File: config.mk
export PLATFORM = sky130hd
export DESIGN_NAME = imowsum_normalize
export DESIGN_NICKNAME = d
export VERILOG_FILES = /design/src/rtl/imowsum_pkg.sv /design/src/rtl/imowsum_div.sv /design/src/rtl/imowsum_normalize.sv
export SDC_FILE = /design/constraint.sdc
export NUM_CORES = 1
export LEC_CHECK = 0
export ABC_AREA = 0
export CAP_MARGIN = 20
export CORE_UTILIZATION = 58
export CTS_CLUSTER_SIZE = 30
export DETAILED_ROUTE_END_ITERATION = 10
export HOLD_SLACK_MARGIN = 0.12
export PLACE_DENSITY = 0.8
export SYNTH_ARGS = -nofsm -noshare
export SYNTH_HDL_FRONTEND = slang
export SYNTH_HIERARCHICAL = 1
export SYNTH_SLANG_ARGS = --single-unit
File: constraint.sdc
create_clock -name clk -period 7.9 [get_ports clk]
set_clock_uncertainty 0.1 [all_clocks]
set_input_delay 0.79 -clock clk [delete_from_list [all_inputs] [get_ports clk]]
set_output_delay 0.79 -clock clk [all_outputs]
set_load 0.05 [all_outputs]
File: src/rtl/imowsum_pkg.sv
// Shared widths, divider timing and FSM encoding for the imowsum normalizer.
// Widths follow from a 91-tap window of 10-bit channels and Q1.8 weights.
package imowsum_pkg;
    localparam int DW_IN      = 10;
    localparam int DW_DEC     = 8;
    localparam int MAX_TAPS   = 91;
    localparam int NCH        = 4;
    localparam int TAP_W      = $clog2(MAX_TAPS);
    localparam int ACC_W      = DW_IN + TAP_W;
    localparam int WSUM_W     = DW_DEC + 1 + TAP_W;
    localparam int DIV_CYCLES = ACC_W + DW_DEC;
    localparam int DVD_W      = ACC_W + DW_DEC;
    localparam int DCNT_W     = $clog2(DIV_CYCLES);

    localparam logic [DVD_W:0] Q_MAX = (DVD_W+1)'((1 << DW_IN) - 1);

    typedef enum logic [1:0] {
        IDLE = 2'd0,
        DIV  = 2'd1,
        RND  = 2'd2,
        HOLD = 2'd3
    } state_t;
endpackage

File: src/rtl/imowsum_div.sv
// One channel's radix-2 restoring divider: quotient and remainder of dividend/divisor.
// Latency: DIV_CYCLES iterations after start; last_iter is high during the final one.
// Backpressure: none; the caller must hold divisor stable until last_iter.
module imowsum_div
    import imowsum_pkg::*;
(
    input  logic              clk,
    input  logic              rst_n,
    input  logic              start,
    input  logic [DVD_W-1:0]  dividend,
    input  logic [WSUM_W-1:0] divisor,
    output logic [DVD_W-1:0]  quot,
    output logic [WSUM_W-1:0] rem,
    output logic              last_iter
);
    logic              active;
    logic [DCNT_W-1:0] cnt;
    logic [WSUM_W:0]   trial;
    logic [WSUM_W:0]   diff;

    // The dividend is shifted out of quot MSB-first while quotient bits shift in.
    assign trial     = {rem, quot[DVD_W-1]};
    assign diff      = trial - {1'b0, divisor};
    assign last_iter = active && (cnt == DCNT_W'(DIV_CYCLES - 1));

    always_ff @(posedge clk or negedge rst_n) begin
        if (!rst_n) begin
            active <= 1'b0;
            cnt    <= '0;
            quot   <= '0;
            rem    <= '0;
        end else if (start) begin
            active <= 1'b1;
            cnt    <= '0;
            quot   <= dividend;
            rem    <= '0;
        end else if (active) begin
            cnt <= cnt + 1'b1;
            if (last_iter)
                active <= 1'b0;
            if (!diff[WSUM_W]) begin
                rem  <= diff[WSUM_W-1:0];
                quot <= {quot[DVD_W-2:0], 1'b1};
            end else begin
                rem  <= trial[WSUM_W-1:0];
                quot <= {quot[DVD_W-2:0], 1'b0};
            end
        end
    end
endmodule

File: src/rtl/imowsum_normalize.sv
// Accumulates weighted taps over a mask window, divides each channel by the weight sum and rounds.
// Latency: out_vld rises 27 cycles after the last_tap cycle; the next window may accumulate meanwhile.
// Backpressure: result held until out_vld&out_rdy; a window ending while busy is dropped (sticky overrun).
// Optional tap-count checking is enabled with `define IMOWSUM_TAPCHK_EN.
module imowsum_normalize
    import imowsum_pkg::*;
(
    input  logic                  clk,
    input  logic                  rst_n,
    input  logic                  tap_vld,
    input  logic                  first_tap,
    input  logic                  last_tap,
    input  logic [DW_DEC:0]       wtmp,
    input  logic [DW_IN*NCH-1:0]  imosum_part,
    output logic                  out_vld,
    input  logic                  out_rdy,
    output logic [DW_IN*NCH-1:0]  imo_out,
    output logic                  busy,
    output logic                  overrun,
    output logic                  tap_err
);
    state_t state, state_n;

    logic [ACC_W-1:0]  acc_ch [NCH];
    logic [ACC_W-1:0]  sum_ch [NCH];
    logic [WSUM_W-1:0] acc_w, sum_w, wsum_q;
    logic [DVD_W-1:0]  quot   [NCH];
    logic [WSUM_W-1:0] rem    [NCH];
    logic [NCH-1:0]    div_last;
    logic [DVD_W:0]    q_rnd  [NCH];
    logic [DW_IN-1:0]  pix    [NCH];
    logic              win_end, accept_out, load;

    assign win_end    = tap_vld && last_tap;
    assign accept_out = (state == HOLD) && out_rdy;
    assign load       = win_end && ((state == IDLE) || accept_out);
    assign out_vld    = (state == HOLD);
    assign busy       = (state != IDLE);

    // Window sums including the current tap; first_tap discards the old accumulator.
    always_comb begin
        sum_w = (first_tap ? '0 : acc_w) + WSUM_W'(wtmp);
        for (int i = 0; i < NCH; i++)
            sum_ch[i] = (first_tap ? '0 : acc_ch[i])
                      + ACC_W'(imosum_part[(NCH-1-i)*DW_IN +: DW_IN]);
    end

    always_ff @(posedge clk or negedge rst_n) begin
        if (!rst_n) begin
            acc_w <= '0;
            for (int i = 0; i < NCH; i++)
                acc_ch[i] <= '0;
        end else if (tap_vld) begin
            acc_w <= sum_w;
            for (int i = 0; i < NCH; i++)
                acc_ch[i] <= sum_ch[i];
        end
    end

    always_ff @(posedge clk or negedge rst_n) begin
        if (!rst_n) begin
            state   <= IDLE;
            wsum_q  <= '0;
            overrun <= 1'b0;
            imo_out <= '0;
        end else begin
            state <= state_n;
            if (load)
                wsum_q <= sum_w;
            if (win_end && !load)
                overrun <= 1'b1;
            if (state == RND)
                imo_out <= {pix[0], pix[1], pix[2], pix[3]};
        end
    end

    always_comb begin
        state_n = state;
        case (state)
            IDLE: if (load) state_n = DIV;
            DIV:  if (&div_last) state_n = RND;
            RND:  state_n = HOLD;
            HOLD: if (accept_out) state_n = load ? DIV : IDLE;
            default: state_n = IDLE;
        endcase
    end

    for (genvar g = 0; g < NCH; g++) begin : g_div
        imowsum_div u_div (
            .clk       (clk),
            .rst_n     (rst_n),
            .start     (load),
            .dividend  ({sum_ch[g], DW_DEC'(0)}),
            .divisor   (wsum_q),
            .quot      (quot[g]),
            .rem       (rem[g]),
            .last_iter (div_last[g])
        );
    end

    // Round half up, saturate to the channel range; an all-zero weight window yields black.
    always_comb begin
        for (int i = 0; i < NCH; i++) begin
            q_rnd[i] = {1'b0, quot[i]} + (DVD_W+1)'({rem[i], 1'b0} >= {1'b0, wsum_q});
            if (wsum_q == '0)
                pix[i] = '0;
            else if (q_rnd[i] > Q_MAX)
                pix[i] = '1;
            else
                pix[i] = q_rnd[i][DW_IN-1:0];
        end
    end

`ifdef IMOWSUM_TAPCHK_EN
    localparam logic [TAP_W:0] MAX_CNT = (TAP_W+1)'(MAX_TAPS);
    localparam logic [TAP_W:0] SAT_CNT = (TAP_W+1)'(MAX_TAPS + 1);

    logic [TAP_W:0] tap_cnt, cnt_nxt;
    logic           win_open, err_q;

    assign cnt_nxt = first_tap ? (TAP_W+1)'(1)
                   : ((tap_cnt == SAT_CNT) ? tap_cnt : tap_cnt + 1'b1);
    assign tap_err = err_q;

    always_ff @(posedge clk or negedge rst_n) begin
        if (!rst_n) begin
            tap_cnt  <= '0;
            win_open <= 1'b0;
            err_q    <= 1'b0;
        end else if (tap_vld) begin
            tap_cnt  <= cnt_nxt;
            win_open <= (first_tap || win_open) && !last_tap;
            if ((first_tap && win_open) || (cnt_nxt > MAX_CNT)
                || (last_tap && (cnt_nxt != MAX_CNT)))
                err_q <= 1'b1;
        end
    end
`else
    assign tap_err = 1'b0;
`endif
endmodule

; ---- Yosys cells after proc, flatten, opt, wreduce, memory -nomap -nowiden
; Index checks and enable logic that the tools add are counted.
[totals]
reg_bits = 331
output_inout_bits = 44
word_cells = 141
[classes]
add_sub_neg = 17
n_mux = 62
reduce_logical = 19
order_cmp = 8
n_eq_ne = 10
[op_table]
columns = operator, count
row1 = $mux 16, 13
row2 = $mux 25, 8
row3 = $add 25x1->26, 4
row4 = $gt 26x10->1 const B, 4
row5 = $mux 10, 8
row6 = $add 17x10->17, 4
row7 = $ge 17x16->1, 4
row8 = $mux 17, 4
row9 = $sub 17x16->17, 4
row10 = $mux 5, 8
row11 = $add 5x1->5 const B, 4
row12 = $eq 5x5->1 const B, 4
row13 = $mux 1, 17
row14 = $add 16x9->16, 1
row15 = $logic_not 16->1, 1
row16 = $reduce_bool 2->1, 5
row17 = $logic_and 1x1->1, 8
row18 = $pmux 2 s4, 1
row19 = $mux 2, 3
row20 = $eq 2x2->1 const B, 2
row21 = $ne 2x2->1 const B, 2
row22 = $reduce_and 4->1, 1
row23 = $reduce_and 3->1, 1
row24 = $eq 2x1->1 const B, 1
row25 = 4 further kinds, 4

; ---- Logic depth before layout (Yosys ltp)
; Gate-level depths: netlist of run 1.
[logic_depth]
word_depth = 7
mapped_depth = 20
mapped_depth_nobuf = 19

; ---- Modules after synthesis
; Netlist of run 1, hierarchy kept.
[by_module_without_submodules]
columns = mod, cells_each, area_per_inst_um2, n_inst, seq_area_each_um2
row1 = imowsum_div, 371, 3370.7, 4, 1176.1
row2 = imowsum_normalize, 1387, 12356.9, 1, 3578.4

; ---- Least setup slack after synthesis of run 1
; OpenSTA, ideal clock, no wires.
[synth_timing]
kind = input port to flip-flop
start = input port first_tap
end = register acc_w[13]
t_arrival_ns = 3.836
stages = 14
n_path_buf = 5
slack_ns = 3.899
setup_time_ns = 0.064
path_cell_list = clkbuf_1 > clkbuf_1 > buf_1 > clkbuf_1 > nor2_1 > ha_1 > a21oi_1 > o211ai_2 > a311oi_1 > or3_1 > buf_2 > or4_1 > a21oi_1 > a21o_1
[synth_via]
elab_chain_cells = 2
[synth_rtl]
columns = element, line_no
row1 = from (decl), imowsum_normalize.sv:11  ; input logic first_tap,
row2 = $mux 16, imowsum_normalize.sv:42  ; sum_w = (first_tap ? '0 : acc_w) + WSUM_W'(wtmp);
row3 = $add 16x9->16, imowsum_normalize.sv:42
row4 = to (signal assigned), imowsum_normalize.sv:54  ; acc_w <= sum_w;
row5 = to (decl), imowsum_normalize.sv:26  ; logic [WSUM_W-1:0] acc_w, sum_w, wsum_q;
; No other way between the ends.
; A chain may end at the register's enable or synchronous reset.

; ---- Worst setup path after layout of run 1
[layout_timing]
start = register wsum_q[1]
end = register imo_out[32]
[layout_via]
elab_chain_cells = 5
[layout_rtl]
columns = element, line_no
row1 = from (decl), imowsum_normalize.sv:26
row2 = from (signal assigned), imowsum_normalize.sv:69  ; wsum_q <= sum_w;
row3 = $ge 17x16->1, imowsum_normalize.sv:104  ; q_rnd[i] = {1'b0, quot[i]} + (DVD_W+1)'({rem[i], 1'b0} >= {1'b0, wsum_q});
row4 = $add 25x1->26, imowsum_normalize.sv:104
row5 = $gt 26x10->1, imowsum_normalize.sv:107  ; else if (q_rnd[i] > Q_MAX)
row6 = $mux 10, imowsum_normalize.sv:107
row7 = $mux 10 (*), imowsum_normalize.sv:105  ; if (wsum_q == '0)
row8 = to (signal assigned), imowsum_normalize.sv:73  ; imo_out <= {pix[0], pix[1], pix[2], pix[3]};
row9 = to (decl), imowsum_normalize.sv:17  ; output logic [DW_IN*NCH-1:0] imo_out,
; Every way passes the cells marked *; elsewhere a longest branch is shown, timed or not.

==> impl_results.md, run 1 <==
* Status: finished clean
* Busiest grt layer: met2
* Worst hold slack at 107 ps
* CORE AREA at approximately 0.044 mm^2
* # diodes at 0
* Worst hold path type: primary input to async pin
* Total track usage at approximately 30%
* Row count at 76
* Crit path kind: flop to flop
* Final Setup Violations at 0
* Routed Wire Length at around 66000 um
* Drt wl/cell at 18.8 um
* Chip width at 213 um
* Fillers at 3553
* Multi-input logic area at around 0.016 mm^2
* RSZ-0062 raised after global routing: false
* Met1 Use GR at a little under two fifths
* CP Capture Type: flop
* Worst path required time at 8210 ps
* Slew @ Worst Pin at 995 ps
* Clock Pin Slew Worst Setup and Hold Paths at 60 ps
* Post-synthesis cell count at 2871
* Main flop type after synthesis: dfrtp_1
* Final period util at roughly three fifths
* RD Place Congestion at 0.963
* CP max-delay cell: dfrtp_1
* Final min period at 4740 ps
* Die Ht at 213 um
* DP Wirelength at approximately 47000 um
* Starting density of the core at 59.3%
* Io pins at 99
* Pre-Repair DR Iteration Count at 6
* Drc violations at 0
* Leakage at 12.6 nW
* Final Hold Viols at 0
* FF/Latch Area at between 0.008 and 0.009 mm^2
* Layout cell share with drive strength beyond 1 at 8.44%
* Power per standard cell area at 505 mW/mm^2
* Number of global-route vias before repair at 21500
* Via Count at 22200
* Port-buffer cells at 97
* Arrival time worst endpoint at 5050 ps
* CTS resizes at 0
* CTS buffer count at 39
* Setup crit start: wsum_q[1]
* Sum Neg Setup Slack at 0 ps
* CP peak stage delay at 490 ps
* Layout area overhead at 9.59%
* Gr ovfl total at 0
* Initial drt markers at between 2000 and 2500
* Commonest non-fill, non-tap cell in the layout: dfrtp_1
* H-tree depth reported by CTS at 2
* Peak Freq at 211 MHz
* Ys async rst share at 100%
* Post-CTS Setup Inserts at 0
* Max Slew Vio Count at 0
* Worst path cell trace: inv_1 > ha_1 > nor2b_1 > o21a_1 > o21ai_0 > a211oi_1 > a211oi_1 > o21ai_0 > a21oi_1 > o211ai_1 > ha_1 > nand4_1 > nor3_2 > nand3_1 > o31ai_1 > o22a_2 > nand4b_4 > a21oi_1 > o2bb2ai_1
* EDFF count, synth at 0
* Fin nets at 3169
* CTS tree: yes
* Synth Warn # at 6
* Critical Path Start Type: flop
* Clk_lat worst skew at 590 ps
* Met2 usage at 50.1%
* Worst R2R Start: wsum_q[1]
* # hold bufs at CTS at 0
* Critical Path Fanout Max at 10
* CTS Root Cell: clkbuf_16
* Syn avg cell area at between 9 and 10 um^2
* Seq/Total Area, Yosys at between 30% and 40%
* Routed Antenna Nets at 0
* Largest net degree at the start of global routing at 166
* Synthesized area at 0.0258 mm^2
* Met3 Usage GRT at 3.91%
* Max_slew headroom at 33.3%
* Clock tree buffer depth at 3
* Vias per std cell at 6.30
* First-pass GRT wire length at roughly 110000 um
* Maxcap violations at 0
* Synth unique cells at 104
* Yosys reg bits at 331
* Die area at 0.0454 mm^2
* Clock Sinks at ~330
* Antenna violations before repair at 0
* Commonest cells after routing, fill and taps aside: 327 x dfrtp_1, 263 x nand2_1, 209 x nor2_1
* Peak supply drop at around 0.27 mV
synth_stat cells (all sizes together), types with 77 or more instances:
library cell,n,area [um^2]
o21ai,211,1070
mux2i,140,1400
nor2,211,802
ha,194,2430
nand2,263,987
inv,160,601
dfrtp,331,8280
nor2b,78,488
nand3,96,498
xnor2,108,946
clkbuf,77,314
a21oi,121,684
layer usage:
| layer | vias up | wire, um |
|---|---|---|
| met1 | 10800 | 28400 |
| met2 | 699 | 32000 |
| met5 | - | 0 |
| met4 | 0 | 2510 |
| met3 | 184 | 3480 |
| li1 | 10500 | - |
through the flow:
step | setup WS (ps) | instance area [um^2] | instances | utilization (%) | power (mW)
floorplan | 3900 | 26000 | 2903 | - | 10.3
global placement | 3460 | 26900 | 3454 | 61.9 | 11.8
detailed placement | 3240 | 26900 | 3454 | 61.9 | 12.2
CTS | 3210 | 28300 | 3521 | 65.0 | 14.2
global route | 2790 | 28300 | 3522 | 65.0 | 15.3
finish | 3160 | 28300 | 3522 | 65.0 | 14.3
registers in the layout, summed over array words and instances, names as in the netlist:
signal	flops
g_div.u_div/quot	100
g_div.u_div/cnt	20
overrun	1
imo_out	40
state	2
acc_ch	68
wsum_q	16
g_div.u_div/active	4
g_div.u_div/rem	64
acc_w	16
worst max-delay path, delay by kind of cell, from the launching register on:
family          cells  cell delay (ps)
compound gates     11             2000
buf+inv             1              200
fa+ha+maj           2              640
flops               1              490
simple gates        5             1130
path summary, 6_finish.rpt:
path | to | slack [ps] | cells past startpoint
max in group asynchronous | g_div[3].u_div/active | 6120 | 2
min reg2reg | overrun | 370 | 1
min | imo_out[15] | 110 | 1
min in group clk | overrun | 370 | 1
max reg2reg | imo_out[32] | 3160 | 19
max | imo_out[32] | 3160 | 19
where the power goes:
group | switching (mW) | internal (mW)
logic | 5.13 | 3.72
registers | 0.989 | 2.53
clock network | 0.770 | 1.17
final cells by class:
class	count	share of cell area [%]
timing repair buffer	113	3.96
sequential	331	29.3
clock inverter	14	0.919
inverter	163	2.19
clock buffer	53	3.84
multi-input combinational	2263	57.2
tap	585	2.58
cell families (layout without fill, tap and decap cells):
logic type               count (synthesis)  in the layout  synth area share [%]
AND/OR/NAND/NOR                        897            897                  17.4
AO/OA/AOI/OAI                          779            779                  21.7
flip-flops                             331            331                  32.1
buffers and inverters                  309            343                  5.68
adder cells (fa/ha/maj)                203            203                  10.1
multiplexers                           190            190                  7.60
XOR/XNOR                               161            161                  5.46
other                                    1             33                0.0145
No activity file was read; power rests on OpenSTA's default activity.
==> run 2: changes to the inputs <==
==> constraint.sdc (replaced) <==
create_clock -name clk -period 4.4 [get_ports clk]
set_clock_uncertainty 0.1 [all_clocks]
set_input_delay 0.44 -clock clk [delete_from_list [all_inputs] [get_ports clk]]
set_output_delay 0.44 -clock clk [all_outputs]
set_load 0.05 [all_outputs]
==> run 2 against run 1 <==
  * Sequential power is 79% higher
  * Wire length increased by 4.0%
  * Combinational power grew 84%
  * Final cell count rose by 1.1%
  * Via count up 1.7%
  * Maximum frequency increased by 13%
  * Design area increased by 1.1%
  * First-iteration DRC count is 9.7% lower
  * Largest cell class unchanged
  * Largest power group unchanged
==> impl_results.md, run 2 (same netlist as run 1, synthesis figures left out) <==
* Worst hold path type: primary input to flop
* Clock Pin Slew Worst Setup and Hold Paths at roughly 60 ps
* Via Count at approximately 23000
* CTS tree: yes
* H-tree depth reported by CTS at 2
* Clk_lat worst skew at 570 ps
* Row count at 76
* Hold path start: first_tap
* Commonest cells after routing, fill and taps aside: 322 x dfrtp_1, 262 x nand2_1, 209 x nor2_1
* Layout area overhead at 10.8%
* Drc violations at 0
* Max FFs per register at 100
* Initial drt markers at 1814
* RR Endpoint: imo_out[34]
* Chip width at 213 um
* Max Slew Vio Count at 0
* Final Setup Violations at 0
* Total track usage at 30.5%
* Final Hold Viols at 0
* Critical Path Start Type: flop
* Max_slew headroom at 23.7%
* Worst path required time at 4710 ps
* Crit path kind: flop to flop
* Commonest non-fill, non-tap cell in the layout: dfrtp_1
* Power per standard cell area at just over 900 mW/mm^2
* Setup Slack @ Placement at -13.8 ps
* First-pass GRT wire length at around 110000 um
* Final min period at 4190 ps
* CORE AREA at 0.0436 mm^2
* Gr ovfl total at 0
* Worst R2R Start: wsum_q[2]
* Pre-Repair DR Iteration Count at 5
* Worst hold slack at ~350 ps
* Fin nets at 3202
* Placed cell count at 3478
* CTS buffer count at 39
* Hold worst-path end: acc_ch[16]
* CTS Root Cell: clkbuf_16
* Peak supply drop at 0.477 mV
* Reg2Reg Setup Slack at 210 ps
* Routed Wire Length at 69000 um
* Worst path cell trace: inv_1 > ha_1 > o21a_1 > o21ai_0 > a211oi_1 > a211oi_1 > o21ai_0 > a21oi_1 > o211ai_1 > ha_2 > nand4_1 > nor3_4 > nand3_1 > o31ai_1 > o22a_2 > nand4b_4 > a21oi_1 > o2bb2ai_1
* Total power at 25.9 mW
* Port-buffer cells at 97
* Critical Path Fanout Max at 7
* Peak Freq at 239 MHz
* Routed Antenna Nets at 0
* CP Capture Type: flop
* Worst hold stages at 3
* Most flops, register: g_div.u_div/quot
* Io pins at 99
* Final instance area at 0.0286 mm^2
* Sum Neg Setup Slack at 0 ps
* Clock tree buffer depth at 3
* Layout cell share with drive strength beyond 1 at about 10%
* Clock Sinks at 331
* Regs by FF count: g_div.u_div/quot (100), acc_ch (68), g_div.u_div/rem (64)
* Arrival time worst endpoint at 4500 ps
* Maxcap violations at 0
* Final core occ at 65.7%
* Die area at 0.0454 mm^2
* RD Place Congestion at 0.931
* Number of global-route vias before repair at 21700
* Status: finished clean
* Antenna violations before repair at 3
* Reg2Reg Depth at 18
* Slew @ Worst Pin at 1140 ps
* Vias per std cell at 6.34
* Setup WS post-layout at 210 ps
* Leakage at around 13 nW
* Largest net degree at the start of global routing at 110
* Starting density of the core at 59.3%
* CP peak stage delay at 430 ps
* Placed Area at 0.0272 mm^2
* Final period util at between 90% and 100%
* CP max-delay cell: dfrtp_2
* Die Ht at approximately 210 um
* Final std cells w/o fill at about 3600
* Drt wl/cell at 19.4 um
* DP Wirelength at 48000 um
==> run 2: changes by cell type in the layout (fill, tap and decap cells not counted), moves of 3 or more <==
cell      change
a21oi_1       -3
a21oi_2       +3
buf_12        +4
buf_4        +28
clkinv_2      +6
dfrtp_1       -5
dfrtp_2       +5
diode_2       +3
==> run 2: worst max path at each step <==
stage | cells past startpoint | endpoint | startpoint | slack [ps]
floorplan | 19 | imo_out[32] | wsum_q[1] | 690
global placement | 18 | imo_out[16] | wsum_q[1] | 180
detailed placement | 18 | imo_out[17] | wsum_q[2] | -10
CTS | 19 | imo_out[21] | wsum_q[2] | 10
global route | 18 | imo_out[34] | g_div[0].u_div/rem[0] | -30
finish | 18 | imo_out[34] | wsum_q[2] | 210
==> run 2: power by group <==
group          switching [mW]  internal (mW)  leakage [nW]
combinational            9.42           6.84          8.09
clock                    1.38           1.98         0.653
sequential               1.76           4.55          4.04
total                    12.6           13.4          12.8
==> run 2: timing repair <==
item | in CTS | in global routing
pin swaps | 0 | 8
gates resized for setup | 1 | 19
cloned | 0 | 1
endpoints found under the hold margin | 101 | 0
hold buffers | 1 | 0
endpoints found under the setup margin | 7 | 40
setup buffers | 0 | 8
==> run 2: worst max-delay path: cells and delay by family, from the launching register on <==
kind,cells,cell delay [ps]
buffers and inverters,1,150
and+or+nand+nor,4,850
adders and majority gates,2,630
AOI/OAI and AO/OA,11,1880
DFF,1,430
==> run 2: final cells by class <==
cell class                      instances  area (um^2)
Clock inverter                         19          221
Sequential cell                       331         8290
Fill cell                            3569        14900
Tap cell                              585          732
Clock buffer                           51         1080
Inverter                              163          619
Timing Repair Buffer                  145         1390
Multi-Input combinational cell       2264        16300
Antenna cell                            3         7.51
==> run 2: metal layers <==
| metal | global-route usage, % | vias to the layer above | part of all wire [%] | wire length, um |
|---|---|---|---|---|
| li1 | - | 10600 | - | - |
| met1 | 39.3 | 11100 | 43 | 29500 |
| met2 | 51.3 | 734 | 48 | 32900 |
| met3 | 4.63 | 162 | 6.0 | 4140 |
| met4 | 12.4 | 0 | 3.5 | 2450 |
| met5 | 0 | - | 0 | 0 |
==> run 3: changes to the inputs <==
--- a/config.mk
+++ b/config.mk
@@ -8,7 +8,8 @@
 export ABC_AREA = 0
 export CAP_MARGIN = 20
 export CORE_UTILIZATION = 58
-export CTS_CLUSTER_SIZE = 30
+export CTS_BUF_LIST = sky130_fd_sc_hd__clkbuf_4 sky130_fd_sc_hd__clkbuf_8 sky130_fd_sc_hd__clkbuf_16
+export CTS_CLUSTER_SIZE = 25
 export DETAILED_ROUTE_END_ITERATION = 10
 export HOLD_SLACK_MARGIN = 0.12
 export PLACE_DENSITY = 0.8
@@ -16,3 +17,4 @@
 export SYNTH_HDL_FRONTEND = slang
 export SYNTH_HIERARCHICAL = 1
 export SYNTH_SLANG_ARGS = --single-unit
+export TNS_END_PERCENT = 5
==> run 3 against run 2 <==
  * Design area down 0.14%
  * Wire length down 0.52%
  * Clock power up 1%
  * Sequential share of layout area about the same
  * Die area unchanged
  * Global-route usage about the same
  * Hold slack better by 3.0 ps
  * Largest cell class unchanged
==> impl_results.md, run 3 (same netlist as run 1, synthesis figures left out) <==
* Commonest non-fill, non-tap cell in the layout: dfrtp_1
* CTS tree: yes
* Pre-Repair DR Iteration Count at 8
* First-pass GRT wire length at between 100000 and 150000 um
* Total power at 25.9 mW
* Final Setup Violations at 0
* Chip width at approximately 210 um
* Die Ht at 213 um
* Status: finished clean
* CORE AREA at around 0.044 mm^2
* Layout area overhead at 10.6%
* Placed cell count at 3478
* Worst hold path type: primary input to flop
* Initial drt markers at 1985
* Clock share of power at 13.1%
* Gate power share at a little over three fifths
* Antenna violations before repair at 3
* Final min period at 4180 ps
* RD Place Congestion at 0.931
* Final period util at 94.9%
* H-tree depth reported by CTS at 2
* Drt wl/cell at 19.3 um
* Row count at 76
* Fillers at 3571
* CTS buffer count at 39
* Drc violations at 0
* Final Hold Viols at 0
* Peak Freq at 239 MHz
* CP Capture Type: flop
* RSZ-0062 raised after global routing: true
* Slew @ Worst Pin at 1080 ps
* Worst path required time at 4700 ps
* Largest net degree at the start of global routing at 110
* Maxcap violations at 0
* Clock Pin Slew Worst Setup and Hold Paths at 60 ps
* Peak supply drop at 0.470 mV
* Critical Path Fanout Max at 10
* Number of global-route vias before repair at 21700
* Io pins at between 90 and 100
* Clk_lat worst skew at 570 ps
* Clock tree buffer depth at 3
* Total track usage at 30.5%
* Max FFs per register at 100
* Layout cell share with drive strength beyond 1 at 10.1%
* Fin nets at 3198
* Reg power frac at about a quarter
* Via Count at 22500
* Arrival time worst endpoint at 4480 ps
* Leakage at ~13 nW
* Die area at roughly 0.045 mm^2
* Regs by FF count: g_div.u_div/quot (100), acc_ch (68), g_div.u_div/rem (64)
* Crit path kind: flop to flop
* Commonest cells after routing, fill and taps aside: 322 x dfrtp_1, 262 x nand2_1, 209 x nor2_1
* P_int at 13.4 mW
* DP Wirelength at 48000 um
* Starting density of the core at approximately three fifths
* FF/Latch Area at 0.00829 mm^2
* Multi-input logic area at between 0.015 and 0.02 mm^2
* Worst hold slack at 358 ps
* Vias per std cell at approximately 6.3
* Max_slew headroom at between 20% and 30%
* Power per standard cell area at between 900 and 1000 mW/mm^2
* Clock Sinks at 331
* Most flops, register: g_div.u_div/quot
* Final std cells w/o fill at between 3000 and 4000
* Gr ovfl total at 0
* Final core occ at 65.6%
* Max Slew Vio Count at 0
* Routed Wire Length at 68700 um
* Sw frac at about half
* Switching power at ~13 mW
* Critical Path Start Type: flop
* CTS Root Cell: clkbuf_16
* Routed Antenna Nets at 0
* Port-buffer cells at 97
==> run 3: metal layers <==
layer | wire length, um | part of all wire, % | GRT usage (%) | vias to the layer above
met2 | 32700 | 48 | 51.1 | 698
met4 | 2450 | 3.6 | 12.7 | 0
met5 | 0 | 0 | 0 | -
met3 | 4230 | 6.2 | 4.72 | 156
met1 | 29300 | 43 | 39.3 | 11000
li1 | - | - | - | 10600
==> run 3: critical path, cell delays in order (launching register included) <==
cell and delay (ps):
dfrtp_1 390, inv_2 130, ha_1 250, nor2b_1 130
o21a_1 180, o21a_1 170, o21a_1 160, o21ai_0 140
a221oi_1 140, a2111oi_1 350, o21ai_1 100, buf_4 170
ha_1 200, buf_4 160, nand4_1 150, nor2_1 70
mux2i_1 160, a22oi_1 120, a211o_1 430, nor2_1 210
o2bb2ai_1 90
==> run 3: area by class of cell <==
cell class / instances / share of cell area, %
multi-input combinational: 2263 / 56.8
sequential: 331 / 29.0
timing repair buffer: 142 / 4.80
clock buffer: 51 / 3.86
tap: 585 / 2.56
inverter: 163 / 2.17
clock inverter: 19 / 0.775
antenna: 3 / 0.0263
==> run 3: final timing paths <==
kind | from | endpoint | slack (ps) | cells past startpoint
worst min-delay path | first_tap | acc_ch[16] | 360 | 3
worst max-delay path | wsum_q[1] | imo_out[17] | 220 | 20
worst min register to register | imo_out[38] | imo_out[38] | 390 | 1
worst max register to register | wsum_q[1] | imo_out[17] | 220 | 20
min in group asynchronous | rst_n | g_div[2].u_div/quot[7] | 400 | 2
max in group asynchronous | rst_n | g_div[3].u_div/active | 2720 | 3
==> run 3: metrics by stage <==
step | setup WS [ps] | instance area (um^2) | TNS, ps
floorplan | 690 | 26000 | 0
global placement | 184 | 27200 | 0
detailed placement | -13.8 | 27200 | -13.8
CTS | 11.9 | 28500 | 0
global route | -19.9 | 28600 | -33.9
finish | 223 | 28600 | 0
==> run 3: power by group through the flow <==
stage	clock, mW	combinational [mW]	sequential [mW]
3_5_place_dp	0	15.8	6.26
5_1_grt	3.57	17.7	6.49
4_1_cts	3.45	15.9	6.23
3_3_place_gp	0	15.3	6.16
6_report	3.40	16.2	6.30
2_1_floorplan	0	12.1	6.33
==> run 3: timing repair <==
item	4_1_cts	5_1_grt
hold buffers	1	0
cloned	0	0
buffers inserted	0	5
endpoints found under the setup margin	7	40
hold endpoints to repair	101	0
gates resized for setup	1	15
pin swaps	0	5
